`config.mk`:
```
export PLATFORM = sky130hd
export DESIGN_NAME = u0_sat_counter
export DESIGN_NICKNAME = d
export VERILOG_FILES = /design/src/rtl/u0_sat_counter.sv
export SDC_FILE = /design/constraint.sdc
export NUM_CORES = 1
export LEC_CHECK = 0
export CORE_MARGIN = 2
export CORE_UTILIZATION = 49
export DETAILED_ROUTE_END_ITERATION = 7
export PLACE_DENSITY = 0.82
export SETUP_SLACK_MARGIN = 0.2
export SYNTH_ARGS = -nofsm -noshare
export SYNTH_HDL_FRONTEND = slang
export SYNTH_SLANG_ARGS = --single-unit
```
`constraint.sdc`:
```
create_clock -name clk -period 2.19 [get_ports clk]
set_clock_uncertainty 0.05 [all_clocks]
set_input_delay 0.438 -clock clk [delete_from_list [all_inputs] [get_ports clk]]
set_output_delay 0.438 -clock clk [all_outputs]
set_load 0.005 [all_outputs]
```
`src/rtl/u0_sat_counter.sv`:
```
`default_nettype none
// ============================================================================
// Module      : u0_sat_counter
// Description : CW-bit event counter that saturates at all-ones and never
//               wraps. clr has priority over inc.
//               Ports: clk, rst (async, active high), inc, clr, count[CW-1:0]
// Revision    : 1.0 - initial release
// ============================================================================
module u0_sat_counter #(
    parameter int CW = 16
) (
    input  wire logic          clk,
    input  wire logic          rst,
    input  wire logic          inc,
    input  wire logic          clr,
    output logic [CW-1:0]      count
);

    logic [CW-1:0] cnt_q;
    logic [CW-1:0] cnt_d;

    always_comb begin
        cnt_d = cnt_q;
        if (clr) begin
            cnt_d = '0;
        end else if (inc && (cnt_q != {CW{1'b1}})) begin
            cnt_d = cnt_q + {{(CW-1){1'b0}}, 1'b1};
        end
    end

    always_ff @(posedge clk or posedge rst) begin
        if (rst) begin
            cnt_q <= '0;
        end else begin
            cnt_q <= cnt_d;
        end
    end

    assign count = cnt_q;

endmodule : u0_sat_counter
`default_nettype wire

```
==> flow_metrics.py <==
metrics = {
    "detailed_routing": {
        "antenna_left": 0,
        "first_pass_iters": 4,
        "vias": 912,
        "wire_per_inst_um": 14.61,
        "post-route-drc-count": 0,
        "avgViaCountPerCell": 6.121,
        "drt-total-wl_um": 2177,
        "initialDrtViolationCount": 7,
    },
    "setup_path": {
        "cp_slowest_stage_delay_ps": 570,
        "path_cells": "nand4_4, or4_4, or4_1, a21oi_1",
        "path_class": "flop to flop",
        "start_kind": "flop",
        "critical_path.top_delay_family": "simple AND/OR/NAND/NOR gates",
        "crit_buf_inv": 0,
        "crit_required_ps": 2360,
        "cp_max_fo": 7,
        "cpMaxStageDelayCell": "or4_4",
        "critPathArrivalTime_ps": 2070,
        "endpoint_kind": "flop",
    },
    "yosys": {
        "synth_seq_cells": 16,
        "synth.most_common_cell": "dfrtp_1",
        "synthArstFlopShare": 1.000,
        "yosysWarnings": 0,
        "synth_top_cells_by_area": "dfrtp_1 43%, a21oi_1 6.4%, or4_1 4.8%, o31ai_1 4.0%, or3_1 4.0%",
        "yosysTopAreaCellShare": 0.4295,
        "synth_top_flop_cell": "dfrtp_1",
        "syn_nets": 106,
        "synth_area_um2": 932.1,
        "synth_area_per_cell_um2": 9.229,
        "synth_top_area_cell": "dfrtp_1",
        "yosysSeqAreaShare": 0.4295,
        "synth_cell_types": 29,
        "synthCells": 101,
        "synth_edf_count": 0,
        "synthTopCellsByCount": "16 x dfrtp_1, 12 x a21oi_1, 7 x nand3_1",
    },
    "power": {
        "p_per_area_mw_per_mm2": 421.3,
        "finalPower_uw": 502.3,
        "ir_worst_vdd_uv": 343.5,
        "p_leak_uw": 0.0004249,
    },
    "floorplan": {
        "die_y_um": 47.62,
        "io-pin-count": 20,
        "die_w_um": 47.62,
        "start_util": 0.5284,
        "placementRows": 15,
        "core_mm2": 0.001764,
        "dieArea_mm2": 0.002267,
    },
    "place": {
        "place_hpwl_um": 1579,
        "gp_congestion": 0.8178,
        "io_buffers": 19,
    },
    "layout": {
        "area_growth_pct": 27.92,
        "nets": 131,
        "largest_reg_flops": 16,
        "final_layout_size_suffix_gt1_frac": 0.1290,
        "n_antenna_cell": 0,
        "fillCellCount": 161,
        "final-seq-area_um2": 401.6,
        "multiInputGateArea_um2": 498.0,
    },
    "clock_network": {
        "clkSlewWorstSetupHoldPaths_ps": 90,
        "clockBufferDepth": 2,
        "cts_root_buf": "clkbuf_4",
        "cts_buffers": 3,
        "worstSkewPairLatency_ps": 280,
        "postCtsHoldBufs": 0,
        "cts_tree": "built",
        "cts_sinks": 16,
        "htree_levels": 1,
        "cts_setup_buffers": 0,
        "ctsResizeCount": 0,
    },
    "global_route": {
        "grt_usage": 0.2216,
        "antenna_found_initial": 0,
        "grt-ovfl-total": 0,
        "grt_pass1_vias": 824,
        "grt_pass1_wl_um": 3574,
        "grt_start_max_net_pins": 17,
    },
    "timing": {
        "slew_violations": 0,
        "worst_pin_slew_ps": 618.0,
        "period_minus_slack_ps": 1905,
        "setup_tns_ps": 0,
        "rsz0062_at_grt": "true",
        "setup_viol": 0,
        "slew-limit-headroom": 0.5875,
        "hold_viol": 0,
        "timing.hold.ws_ps": 471.0,
        "finalCritPeriodShare": 0.8697,
        "max_clock_freq_mhz": 525.1,
    },
    "run": {
        "drv_cap": 0,
    },
    "min_path": {
        "min_path_type": "input pin to asynchronous set/reset pin",
    },
    "run_status": {
        "status": "complete, no violations",
    },
}
## area by class of cell
cell class / count / area share
multi-input cells: 78 / 0.4176
flip-flops and latches: 16 / 0.3368
repair buffers: 24 / 0.1910
well taps: 25 / 0.02623
clock buffers: 3 / 0.01889
inverters: 3 / 0.009444
## where the power goes
part | internal, µW | switching, µW
logic | 21.7 | 21.6
registers | 299 | 5.53
clock network | 63.8 | 90.9
## worst paths after layout
path | start | end | slack (ps) | cells past startpoint
min in group clk | count[5] | count[5] | 540 | 2
setup / recovery | count[7] | count[13] | 290 | 4
max in group asynchronous | rst | count[2] | 1190 | 2
hold reg to reg | count[5] | count[5] | 540 | 2
setup reg to reg | count[7] | count[13] | 290 | 4
hold / removal | rst | count[5] | 470 | 2
## per-layer routing
metal  global-route usage  vias up  wire length (µm)
met1               0.2958      436               972
li1                     -      439                 -
met4              0.07027        0                19
met2               0.3703       33              1087
met3              0.03396        4                98
met5                    0        -                 0
## cell families (layout without fill, tap and decap cells)
group           Yosys count  after routing  share of synthesized area
fa+ha+maj                 1              1                    0.01342
compound gates           25             25                     0.1571
buf+inv                   7             30                    0.03892
flops                    16             16                     0.4295
mux                       3              3                    0.03490
simple gates             49             49                     0.3262
## placed cells by master (no fill, tap or decap), drive strengths merged
cell	count
a21oi	12
a31oi	1
and4	1
buf	5
clkbuf	3
clkdlybuf4s50	19
dfrtp	16
ha	1
inv	3
mux2	2
mux2i	1
nand2	6
nand2b	2
nand3	7
nand4	5
nor2	3
nor2b	3
nor3	4
nor4	3
o21ai	5
o31ai	5
o41ai	2
or3	7
or4	8
## per-stage QoR
stage / worst slack, ps / std cells / util / cell area, µm²
after floorplan: 340.8 / 101 / - / 932.1
after global placement: 44.89 / 146 / 0.6610 / 1166
after detailed placement: 16.75 / 146 / 0.6610 / 1166
after CTS: 263.9 / 149 / 0.6738 / 1189
after global routing: 168.3 / 149 / 0.6759 / 1192
final: 285.4 / 149 / 0.6759 / 1192
## worst register-to-register path, delay by kind of cell, from the launching register on
kind	cells	cell delay (ps)
AND/OR/NAND/NOR	3	1160
flip-flops	1	480
AO/OA/AOI/OAI	1	150
Note: power is estimated with default switching activity, not from simulation.
